==> src/rtl/cpu_pkg.sv <==
// Shared CPU definitions used by the flag/stall logic and the branch decoder.
// Holds the 4-bit opcode map, condition flag bit positions inside the
// {Z, V, N} flag vector, and the 3-bit ccc branch condition encodings.
package cpu_pkg;

    typedef enum logic [3:0] {
        OP_ADD    = 4'h0,
        OP_SUB    = 4'h1,
        OP_XOR    = 4'h2,
        OP_RED    = 4'h3,
        OP_SLL    = 4'h4,
        OP_SRA    = 4'h5,
        OP_ROR    = 4'h6,
        OP_PADDSB = 4'h7,
        OP_LW     = 4'h8,
        OP_SW     = 4'h9,
        OP_LLB    = 4'hA,
        OP_LHB    = 4'hB,
        OP_B      = 4'hC,
        OP_BR     = 4'hD,
        OP_PCS    = 4'hE,
        OP_HLT    = 4'hF
    } opcode_t;

    localparam int FLAG_Z = 2;
    localparam int FLAG_V = 1;
    localparam int FLAG_N = 0;

    typedef enum logic [2:0] {
        CCC_NEQ  = 3'b000,
        CCC_EQ   = 3'b001,
        CCC_GT   = 3'b010,
        CCC_LT   = 3'b011,
        CCC_GTE  = 3'b100,
        CCC_LTE  = 3'b101,
        CCC_OVFL = 3'b110,
        CCC_UNC  = 3'b111
    } ccc_t;

endpackage

==> src/rtl/flag_reg.sv <==
// Condition flag register with an independent write enable per bit.
// Bits whose enable is low keep their value; synchronous active-high reset
// clears all bits.
//   clk  : system clock
//   rst  : synchronous active-high reset
//   we   : per-bit write enables
//   d    : new flag values
//   q    : registered flags
module flag_reg #(
    parameter int W = 3
) (
    input  logic         clk,
    input  logic         rst,
    input  logic [W-1:0] we,
    input  logic [W-1:0] d,
    output logic [W-1:0] q
);

    always_ff @(posedge clk) begin
        if (rst) begin
            q <= '0;
        end else begin
            for (int i = 0; i < W; i++) begin
                if (we[i]) q[i] <= d[i];
            end
        end
    end

endmodule

==> src/rtl/flag_stall_unit.sv <==
// Producer side of the branch-decision interface. Updates the {Z, V, N}
// condition flags from the EX-stage ALU result, registers the "ID stalled
// last cycle" indication, and flags a BR in ID whose target register is
// still being produced by EX or by a load in MEM.
//   clk, rst                 : system clock, synchronous active-high reset
//   ex_valid/opcode/result/ovfl : EX-stage instruction and ALU outcome
//   ex_rd, ex_regwrite       : EX-stage destination register write
//   mem_rd, mem_memread      : MEM-stage load destination
//   id_opcode, id_rs         : ID-stage instruction and BR source register
//   stall_en, flush          : stall request / taken-branch flush
//   flags                    : {Z, V, N}
//   has_stalled              : ID was stalled in the previous cycle
//   br_hazard                : BR in ID must wait for its register
module flag_stall_unit
    import cpu_pkg::*;
#(
    parameter int DW = 16
) (
    input  logic          clk,
    input  logic          rst,
    input  logic          ex_valid,
    input  logic [3:0]    ex_opcode,
    input  logic [DW-1:0] ex_result,
    input  logic          ex_ovfl,
    input  logic [3:0]    ex_rd,
    input  logic          ex_regwrite,
    input  logic [3:0]    mem_rd,
    input  logic          mem_memread,
    input  logic [3:0]    id_opcode,
    input  logic [3:0]    id_rs,
    input  logic          stall_en,
    input  logic          flush,
    output logic [2:0]    flags,
    output logic          has_stalled,
    output logic          br_hazard
);

    logic [2:0] flag_we;
    logic [2:0] flag_d;

    // Data is always computed; the enables alone decide which bits move.
    always_comb begin
        flag_we         = '0;
        flag_d          = '0;
        flag_d[FLAG_Z]  = (ex_result == '0);
        flag_d[FLAG_V]  = ex_ovfl;
        flag_d[FLAG_N]  = ex_result[DW-1];
        if (ex_valid) begin
            case (opcode_t'(ex_opcode))
                OP_ADD, OP_SUB: flag_we = 3'b111;
                OP_XOR, OP_SLL, OP_SRA, OP_ROR: flag_we[FLAG_Z] = 1'b1;
                default: flag_we = '0;
            endcase
        end
    end

    flag_reg #(.W(3)) u_flag_reg (
        .clk (clk),
        .rst (rst),
        .we  (flag_we),
        .d   (flag_d),
        .q   (flags)
    );

    // Flush kills any stall sequence in progress.
    always_ff @(posedge clk) begin
        if (rst) has_stalled <= 1'b0;
        else     has_stalled <= stall_en & ~flush;
    end

    logic ex_dep;
    logic mem_dep;

    assign ex_dep    = ex_regwrite && (ex_rd == id_rs);
    assign mem_dep   = mem_memread && (mem_rd == id_rs);
    // R0 is hardwired zero, so it can never be pending.
    assign br_hazard = (opcode_t'(id_opcode) == OP_BR) && (id_rs != 4'd0)
                       && (ex_dep || mem_dep);

endmodule

==> config.mk <==
export PLATFORM = sky130hd
export DESIGN_NAME = flag_stall_unit
export DESIGN_NICKNAME = d
export VERILOG_FILES = /design/src/rtl/cpu_pkg.sv /design/src/rtl/flag_reg.sv /design/src/rtl/flag_stall_unit.sv
export SDC_FILE = /design/constraint.sdc
export NUM_CORES = 1
export LEC_CHECK = 0
export ABC_AREA = 1
export BUFFER_PORTS_ARGS = -buffer_cell sky130_fd_sc_hd__buf_2
export CORE_MARGIN = 3
export CORE_UTILIZATION = 28
export CTS_BUF_LIST = sky130_fd_sc_hd__clkbuf_8
export CTS_CLUSTER_DIAMETER = 200
export CTS_CLUSTER_SIZE = 20
export DETAILED_ROUTE_END_ITERATION = 8
export HOLD_SLACK_MARGIN = 0.15
export PLACE_DENSITY = 0.76
export SLEW_MARGIN = 20
export SYNTH_ARGS = -nofsm -noshare
export SYNTH_HDL_FRONTEND = slang
export SYNTH_SLANG_ARGS = --single-unit
==> constraint.sdc <==
create_clock -name clk -period 0.8 [get_ports clk]
set_input_delay 0.12 -clock clk [delete_from_list [all_inputs] [get_ports clk]]
set_output_delay 0.12 -clock clk [all_outputs]
set_load 0.01 [all_outputs]
==> results of run 1 <==
logic make-up (layout without fill, tap and decap cells):
group	after synthesis	after routing	share of synthesized area
AOI/OAI and AO/OA	8	8	0.117
xor gates and xnor gates	2	2	0.0467
buffers and inverters	11	66	0.110
DFF	4	4	0.213
and+or+nand+nor	46	46	0.513
placed cells by master (no fill, tap or decap), drive strengths merged:
cell          n
a21oi         4
and2          1
buf          49
clkbuf        3
dfxtp         4
dlygate4sd3   3
inv          11
nand2        18
nand3         6
nand4         1
nor2         20
o21ai         4
xnor2         2
critical path: stages:
cell and delay, ns:
buf_6 0.08, inv_4 0.03, nand2_1 0.05, nand2_1 0.04, nor2_1 0.11, nand3_1 0.10, a21oi_2 0.13, buf_2 0.13
final cells by class:
| type | instances | area [sq um] |
|---|---|---|
| flip-flops and latches | 4 | 83.8 |
| well taps | 14 | 17.5 |
| fillers | 114 | 409 |
| inverters | 11 | 48.8 |
| repair buffers | 52 | 307 |
| multi-input cells | 56 | 279 |
| clock buffers | 3 | 41.3 |
through the flow:
step / setup slack (ns) / setup TNS, ns / area [sq um]
after floorplan: 0.106 / 0 / 375
after global placement: -0.131 / -0.131 / 633
after detailed placement: -0.136 / -0.136 / 633
after CTS: -0.124 / -0.124 / 733
after global routing: -0.200 / -0.200 / 777
final: -0.124 / -0.124 / 777
synth_stat cells, types with 2 or more instances:
master | count | area [sq um]
a21oi_1 | 3 | 15.0
inv_2 | 3 | 11.3
nand2_1 | 16 | 60.1
nand3_1 | 6 | 30.0
xnor2_1 | 2 | 17.5
inv_1 | 8 | 30.0
nand2_2 | 2 | 12.5
o21ai_0 | 3 | 15.0
nor2_1 | 19 | 71.3
dfxtp_1 | 4 | 80.1
report_power, final:
group | total, W | internal, W | switching, W
sequential | 0.000209 | 0.000207 | 0.00000212
combinational | 0.000265 | 0.000153 | 0.000112
clock | 0.000413 | 0.000320 | 0.0000928
total | 0.000887 | 0.000680 | 0.000207
registers in the layout, summed over array words and instances, names as in the netlist:
name,cells
u_flag_reg.q,3
has_stalled,1
timing repair:
item,4_1_cts,5_1_grt
pin swaps,4,8
resized for setup,7,14
endpoints found under the setup margin,1,5
cloned,0,0
hold buffers,3,0
hold endpoints to repair,2,0
buffers inserted,1,0
routing by layer:
layer,vias up,global-route usage,routed length (um)
met5,-,0,0
met4,0,0.0559,22
met3,2,0.0386,66
met2,19,0.246,723
met1,250,0.190,524
li1,328,-,-
final timing paths:
path | cells past startpoint | slack [ns] | endpoint | start
worst max-delay path | 8 | -0.12 | br_hazard | id_rs[0]
worst min-delay path | 3 | 0.18 | u_flag_reg.q[1] | ex_ovfl
worst max register to register | 2 | 0.23 | u_flag_reg.q[2] | u_flag_reg.q[2]
worst min register to register | 2 | 0.44 | u_flag_reg.q[1] | u_flag_reg.q[1]
==> results by group, run 1 <==
Pwr
  • Leakage power: 0.432 nW
  • Overall power: 0.000887 W
  • Power per cell area: 1140 nW/um^2
  • VDD IR max: 1420 uV

Worst setup path
  • CP Max Fanout: 4
  • Critical path class: in2out
  • Crit path DAT: 0.80 ns
  • CP Data Required Time: 0.68 ns
  • Critical Path End Type: output port
  • CP startpoint kind: input port

CTS
  • Clock Latency Late Sink: 0.21 ns
  • Clock slew at reported path FFs: 0.03 ns
  • Deepest clock path buffer count: 2
  • Num CTS Buffers: 3
  • CTS sink cnt: 4
  • CTS tree: done
  • Clock Tree Root: clkbuf_8
  • Max H-tree Level: 1

Global route
  • Vias in the first global route: 521
  • Largest net degree at the start of global routing: 5
  • Initial antenna violation count: 0
  • GRT Total Usage: 0.152
  • First-pass GRT wire length: 2.13 mm
  • Total grt overflow: 0

STA
  • Slew Viols, Final: 0
  • Slew headroom: 0.904
  • Tmin final: 0.924 ns
  • RSZ-0062 raised after global routing: yes
  • Setup Viol. Count Final: 1
  • Tcrit/Tclk final: 1.16
  • Max Fclk: 1080 MHz
  • Final Hold Vio Count: 0
  • Clock Skews: 0 ns
  • Hold Slack: 0.184 ns
  • Post-route setup slack: -0.124 ns
  • Worst-Margin Slew: 0.143 ns

Floorplan
  • Core area: 1190 sq um
  • I/O Pins: 49
  • Chip width: 42.6 um
  • Starting density of the core: 0.316
  • Full die area: 1820 sq um
  • Height of the die: 42.6 um
  • Cell Rows: 12

Run status
  • Status: finished with violations
  • Violated checks: setup timing

Cells and area
  • ANT cells: 0
  • Layout cell share with drive strength beyond 1: 0.548
  • Post-layout nets: 172
  • Final std cells w/o fill: 140
  • Finished Core Util: 0.655
  • Syn-to-layout area delta: 107%

Logic synthesis
  • EDFF count, synth: 0
  • Async SR Flop Fraction: 0
  • Synthesized flop and latch total: 4
  • Netlist cell types: 15
  • Post-Syn Nets: 115
  • Warnings, synthesis: 0
  • Mapped Area: 375 sq um
  • Post-Syn Instances: 71
  • Post-synthesis area per instance: 5.29 sq um
  • Primary FF master, synth: dfxtp_1
  • Sequential share of the synthesized area: 0.213

Placement
  • RePlAce Congestion: 0.776
  • Placed cells: 133
  • I/O Buffers: 48
  • Dpl hpwl: 1.06 mm

Routing
  • Per-cell routed wire length: 9.55 um
  • # DRC: 0
  • Via count: 599
  • Antenna Nets Post-Route: 0
  • Routed WL: 1.34 mm
  • Via density: 4.28
  • Drt pass-1 iters: 4
  • Initial DRC Count: 5

Flow run
  • Max Cap Violations: 0

Worst hold path
  • HP Class: in2reg
Power figures use the tool's default switching activity.
==> run 2, diff against run 1 <==
--- a/config.mk
+++ b/config.mk
@@ -5,16 +5,15 @@
 export SDC_FILE = /design/constraint.sdc
 export NUM_CORES = 1
 export LEC_CHECK = 0
-export ABC_AREA = 1
 export BUFFER_PORTS_ARGS = -buffer_cell sky130_fd_sc_hd__buf_2
-export CORE_MARGIN = 3
-export CORE_UTILIZATION = 28
+export CORE_AREA = 3 3 40 42
 export CTS_BUF_LIST = sky130_fd_sc_hd__clkbuf_8
 export CTS_CLUSTER_DIAMETER = 200
 export CTS_CLUSTER_SIZE = 20
 export DETAILED_ROUTE_END_ITERATION = 8
+export DIE_AREA = 0 0 43 45
 export HOLD_SLACK_MARGIN = 0.15
-export PLACE_DENSITY = 0.76
+export PLACE_DENSITY = 0.71
 export SLEW_MARGIN = 20
 export SYNTH_ARGS = -nofsm -noshare
 export SYNTH_HDL_FRONTEND = slang
==> run 2 against run 1 <==
Effect of this change: the run still ends with setup timing left; final cell count decreased by 26%; worst hold slack got worse by 0.11 ns; area after synthesis down 17%; sequential cell count stayed put; setup slack worse by 0.11 ns; maximum frequency decreased by 11%; largest power group unchanged; via count shrank 21%; critical path depth down 2; register-to-register slack barely moved; largest cell class unchanged.
==> results by group, run 2 <==
Run status
  • Violated checks: setup timing
  • Status: finished with violations

Floorplan
  • I/O Pins: 49
  • Starting density of the core: 0.243
  • Core area: 1280 sq um
  • Cell Rows: 13
  • Chip width: 43 um
  • Height of the die: 45 um
  • Full die area: 1940 sq um

Cells and area
  • Syn-to-layout area delta: 127%
  • Fin area: 709 sq um
  • Post-layout nets: 134
  • Regs by FF count: u_flag_reg.q x3, has_stalled x1
  • Reg area: 81.3 sq um
  • Top reg by flops: u_flag_reg.q
  • Largest register FFs: 3
  • Multi-input logic area: 256 sq um
  • ANT cells: 0
  • Layout cell share with drive strength beyond 1: 0.670
  • Most common cell after layout, fill and taps aside: buf_2
  • Commonest non-fill, non-tap cells in the layout: buf_2 (39), buf_6 (9), xor2_1 (5)
  • Fill count: 105
  • Final std cells w/o fill: 103

Worst setup path
  • R2R Setup Slk: 0.22 ns
  • Crit path from: id_rs[1]
  • CP Data Required Time: 0.68 ns
  • Critical path class: in2out
  • Reg2Reg Depth: 2
  • CP Max Fanout: 3
  • CP startpoint kind: input port
  • RR Startpoint: u_flag_reg.q[1]
  • Crit path DAT: 0.92 ns
  • R2r endpoint: u_flag_reg.q[1]
  • Critical Path End Type: output port

Global route
  • Total grt overflow: 0
  • Vias in the first global route: 480
  • First-pass GRT wire length: 1.90 mm
  • Largest net degree at the start of global routing: 5
  • GRT Total Usage: 0.124
  • Initial antenna violation count: 0

Logic synthesis
  • Async SR Flop Fraction: 0
  • Synth top area share: 0.256
  • Post-Syn Nets: 79
  • Post-Syn Instances: 35
  • Yosys top cell by area: dfxtp_1
  • Most frequent cell after synthesis: xor2_1
  • Netlist cell types: 18
  • EDFF count, synth: 0
  • Synthesized flop and latch total: 4
  • Mapped Area: 313 sq um
  • Sequential share of the synthesized area: 0.256
  • Primary FF master, synth: dfxtp_1
  • Largest cells by area after synthesis: dfxtp_1 (26%), xor2_1 (17%), nor4b_4 (7.6%), mux2i_1 (6.4%), nor4_1 (6.0%)
  • Synth top cells by count: xor2_1 (6), dfxtp_1 (4), nor2_1 (3), nor4_1 (3)
  • Post-synthesis area per instance: 8.94 sq um
  • Warnings, synthesis: 0

Pwr
  • VDD IR max: 768 uV
  • Net switching power: 0.000177 W
  • Combinational share of power: 0.278
  • Sw frac: 0.208
  • P_int: 0.000676 W
  • Clock power share: 0.480
  • Leakage power: 0.348 nW
  • Sequential share of power: 0.243
  • Power per cell area: 1200 nW/um^2

STA
  • Tcrit/Tclk final: 1.30
  • Max Fclk: 965 MHz
  • Final Hold Vio Count: 0
  • Post-route setup slack: -0.237 ns
  • Worst-Margin Slew: 0.297 ns
  • Tmin final: 1.04 ns
  • Clock Skews: 0 ns
  • Setup Viol. Count Final: 1
  • Slew headroom: 0.800
  • RSZ-0062 raised after global routing: yes
  • Slew Viols, Final: 0
  • Hold Slack: 0.0731 ns

Routing
  • Per-cell routed wire length: 11.9 um
  • # DRC: 0
  • Via density: 4.58
  • Initial DRC Count: 1
  • Via count: 472
  • Drt pass-1 iters: 3
  • Routed WL: 1.23 mm
  • Antenna Nets Post-Route: 0

Worst hold path
  • HP Class: in2reg
  • Hold EP: has_stalled
  • Hold path cells: 2
  • Hold_sp: flush

Placement
  • Placed cells: 100
  • RePlAce Congestion: 0.754
  • Placed Area: 591 sq um
  • I/O Buffers: 48

CTS
  • Setup bufs post-CTS: 0
  • Max H-tree Level: 1
  • Num CTS Buffers: 3
  • CTS sink cnt: 4
  • Clock Tree Root: clkbuf_8
  • CTS tree: done
  • Clock Latency Late Sink: 0.21 ns
  • Clock slew at reported path FFs: 0.03 ns
  • Deepest clock path buffer count: 2

Flow run
  • Max Cap Violations: 0
run 2: critical path, stage by stage:
cell,delay [ns]
buf_6,0.11
xor2_1,0.13
nor3_1,0.17
nand3_1,0.11
a21oi_2,0.14
buf_2,0.14
run 2: timing repair:
action                                  CTS  global route
pin swaps                                 7            10
gates resized for setup                   6            10
endpoints found under the setup margin    1             4
hold endpoints to repair                  1             1
run 2: stage by stage:
step | total power [W] | utilization | setup slack (ns) | setup TNS [ns]
global route | 0.000898 | 0.552 | -0.295 | -0.295
finish | 0.000853 | 0.552 | -0.237 | -0.237
global placement | 0.000402 | 0.460 | -0.256 | -0.779
floorplan | 0.000267 | - | -0.0285 | -0.0525
CTS | 0.000835 | 0.511 | -0.239 | -0.239
detailed placement | 0.000407 | 0.460 | -0.262 | -0.803
run 2: final cells by class:
type | instances | share of cell area
clock buffers | 3 | 0.0582
multi-input cells | 31 | 0.362
well taps | 15 | 0.0265
repair buffers | 50 | 0.439
flip-flops and latches | 4 | 0.115
run 2: layer usage:
layer,GRT usage,wire [um]
met5,0,0
met4,0.0361,0
met3,0.0199,179
met2,0.237,664
met1,0.141,382
run 2: cells by family after synthesis:
logic type	share of synthesized area
DFF	0.256
and+or+nand+nor	0.396
muxes	0.0640
AOI/OAI and AO/OA	0.0600
xor gates and xnor gates	0.224
run 2: worst max-delay path by stage:
stage	to	cells after the start
floorplan	br_hazard	4
CTS	br_hazard	6
global route	br_hazard	6
detailed placement	br_hazard	6
global placement	br_hazard	6
finish	br_hazard	6
run 2: power by group through the flow:
stage	registers, W	clock network [W]	logic [W]
after floorplan	0.000211	0	0.0000561
after global placement	0.000209	0	0.000192
after detailed placement	0.000209	0	0.000198
after CTS	0.000207	0.000417	0.000211
after global routing	0.000207	0.000433	0.000258
final	0.000207	0.000409	0.000237
==> run 3, diff against run 2 <==
--- a/config.mk
+++ b/config.mk
@@ -14,7 +14,7 @@
 export DIE_AREA = 0 0 43 45
 export HOLD_SLACK_MARGIN = 0.15
 export PLACE_DENSITY = 0.71
-export SLEW_MARGIN = 20
+export SLEW_MARGIN = 0
 export SYNTH_ARGS = -nofsm -noshare
 export SYNTH_HDL_FRONTEND = slang
 export SYNTH_SLANG_ARGS = --single-unit
==> constraint.sdc (replaced) <==
create_clock -name clk -period 0.95 [get_ports clk]
set_input_delay 0.1425 -clock clk [delete_from_list [all_inputs] [get_ports clk]]
set_output_delay 0.1425 -clock clk [all_outputs]
set_load 0.01 [all_outputs]
==> run 3 against run 2 <==
Effect of this change: the flow still finishes with violations (setup timing); worst hold slack better by 0.088 ns; critical path depth stayed put; sequential share of layout area is 0.59 points higher; clock power is 13% lower; die area stayed put; clock skew stayed put; wire length is 1.7% lower; sequential cell count stayed put; first-iteration DRC count grew to 3.0 times the previous value; non-clock buffer count stayed put; critical path type unchanged; critical endpoint unchanged; largest power group unchanged; highest routed layer unchanged.
==> results by group, run 3 (same netlist as run 2, synthesis figures left out) <==
CTS
  • Max H-tree Level: 1
  • Setup bufs post-CTS: 0
  • Deepest clock path buffer count: 2
  • Num CTS Buffers: 3
  • CTS tree: done
  • Clock Tree Root: clkbuf_8
  • Clock slew at reported path FFs: 0.03 ns
  • Clock Latency Late Sink: 0.21 ns
  • CTS sink cnt: 4

Pwr
  • P_int: 0.000555 W
  • Sw frac: 0.220
  • Combinational share of power: 0.256
  • Net switching power: 0.000157 W
  • Sequential share of power: 0.245
  • Clock power share: 0.500
  • Power per cell area: 1070 nW/um^2
  • VDD IR max: 754 uV
  • Leakage power: 0.334 nW

Worst hold path
  • Hold path cells: 2
  • Hold EP: u_flag_reg.q[1]
  • Hold_sp: rst
  • HP Class: in2reg

Worst setup path
  • CP startpoint kind: input port
  • Reg2Reg Depth: 2
  • Crit path DAT: 0.98 ns
  • Largest delay share family, worst path: simple AND/OR/NAND/NOR gates
  • Slowest stage cell, crit path: nor3_1
  • Buffer and inverter count on the worst path: 2
  • Crit path from: id_rs[0]
  • CP Max Fanout: 3
  • R2r endpoint: u_flag_reg.q[0]
  • Critical path class: in2out
  • CP Data Required Time: 0.81 ns
  • Crit path cell chain: buf_6 -> xor2_1 -> nor3_1 -> nand3_1 -> a21oi_2 -> buf_2
  • RR Startpoint: u_flag_reg.q[0]
  • R2R Setup Slk: 0.36 ns
  • Critical Path End Type: output port
  • Max incr delay on CP: 0.19 ns

Routing
  • DR top layer: met3
  • Met3 WL post-DR: 147 um
  • Routed WL: 1.21 mm
  • Per-cell routed wire length: 11.7 um
  • Via density: 4.79
  • Antenna Nets Post-Route: 0
  • Drt pass-1 iters: 2
  • Via count: 493
  • Met1 WL: 380 um
  • Met2 WL post-DR: 677 um
  • # DRC: 0
  • Initial DRC Count: 3

STA
  • Worst-Margin Slew: 0.381 ns
  • Max Fclk: 892 MHz
  • RSZ-0062 raised after global routing: yes
  • Post-route setup slack: -0.171 ns
  • Hold Slack: 0.161 ns
  • Tmin final: 1.12 ns
  • Clock Skews: 0 ns
  • Setup Viol. Count Final: 1
  • Tcrit/Tclk final: 1.18
  • Slew Viols, Final: 0
  • Slew headroom: 0.743
  • Final Hold Vio Count: 0

Global route
  • Total grt overflow: 0
  • Initial antenna violation count: 0
  • Vias in the first global route: 543
  • First-pass GRT wire length: 1.97 mm
  • Largest net degree at the start of global routing: 6
  • GRT Total Usage: 0.136

Flow run
  • Max Cap Violations: 0

Placement
  • I/O Buffers: 48
  • Placed Area: 579 sq um
  • RePlAce Congestion: 0.718
  • Dpl hpwl: 995 um

Floorplan
  • Core area: 1280 sq um
  • I/O Pins: 49
  • Height of the die: 45 um
  • Starting density of the core: 0.243
  • Full die area: 1940 sq um
  • Chip width: 43 um
  • Cell Rows: 13

Cells and area
  • Most common cell after layout, fill and taps aside: buf_2
  • Top reg by flops: u_flag_reg.q
  • Largest register FFs: 3
  • Post-layout nets: 134
  • Layout cell share with drive strength beyond 1: 0.625
  • Syn-to-layout area delta: 112%
  • Regs by FF count: u_flag_reg.q x3, has_stalled x1
  • Fin area: 664 sq um
  • ANT cells: 0
  • Commonest non-fill, non-tap cells in the layout: buf_2 (44), xor2_1 (6), dfxtp_1 (4), buf_6 (4)

Run status
  • Status: finished with violations
  • Violated checks: setup timing
-- run 3: cell types whose count changed in the layout (fill, tap and decap cells not counted) --
cell,change
buf_2,+5
buf_4,-1
buf_6,-5
dfxtp_1,+1
dfxtp_2,-1
dlygate4sd3_1,+1
o41ai_1,+1
o41ai_2,-1
xor2_1,+1
xor2_2,-1
-- run 3: worst register-to-register path, stage by stage, from the launching register on --
cell and delay (ns):
dfxtp_1 0.30, mux2i_1 0.13, nor2_1 0.05
-- run 3: final cells by class --
cell class                      instances  area (sq um)
Clock buffer                            3          41.3
Fill cell                             126           621
Multi-Input combinational cell         31           241
Sequential cell                         4          80.1
Tap cell                               15          18.8
Timing Repair Buffer                   50           283
-- run 3: worst max path at each step --
stage           endpoint  slack (ns)  cells past startpoint
2_1_floorplan  br_hazard        0.04                      4
3_3_place_gp   br_hazard       -0.15                      6
3_5_place_dp   br_hazard       -0.23                      6
4_1_cts        br_hazard       -0.18                      6
5_1_grt        br_hazard       -0.26                      6
6_report       br_hazard       -0.17                      6
-- run 3: stage by stage --
stage | setup TNS [ns] | setup WS (ns) | util | total power [W] | std cells
finish | -0.171 | -0.171 | 0.517 | 0.000711 | 103
global route | -0.257 | -0.257 | 0.517 | 0.000753 | 103
CTS | -0.179 | -0.179 | 0.510 | 0.000716 | 103
detailed placement | -0.386 | -0.231 | 0.451 | 0.000340 | 99
global placement | -0.265 | -0.153 | 0.451 | 0.000334 | 99
floorplan | 0 | 0.0369 | - | 0.000225 | 35
-- run 3: power groups by stage --
| stage | sequential (W) | combinational (W) | clock (W) |
|---|---|---|---|
| 2_1_floorplan | 0.000178 | 0.0000465 | 0 |
| 3_3_place_gp | 0.000176 | 0.000158 | 0 |
| 3_5_place_dp | 0.000176 | 0.000164 | 0 |
| 4_1_cts | 0.000174 | 0.000178 | 0.000364 |
| 5_1_grt | 0.000174 | 0.000200 | 0.000378 |
| 6_report | 0.000174 | 0.000182 | 0.000356 |
-- run 3: repair_timing --
item,4_1_cts,5_1_grt
endpoints found under the setup margin,1,1
pin swaps,7,1
hold endpoints to repair,1,0
cloned,0,0
gates resized for setup,6,2
hold buffers,1,0
-- run 3: metal layers --
layer  global-route usage  vias up
met5                    0        -
met4               0.0723        0
met3               0.0279        0
met2                0.272       36
met1                0.129      217
li1                     -      240
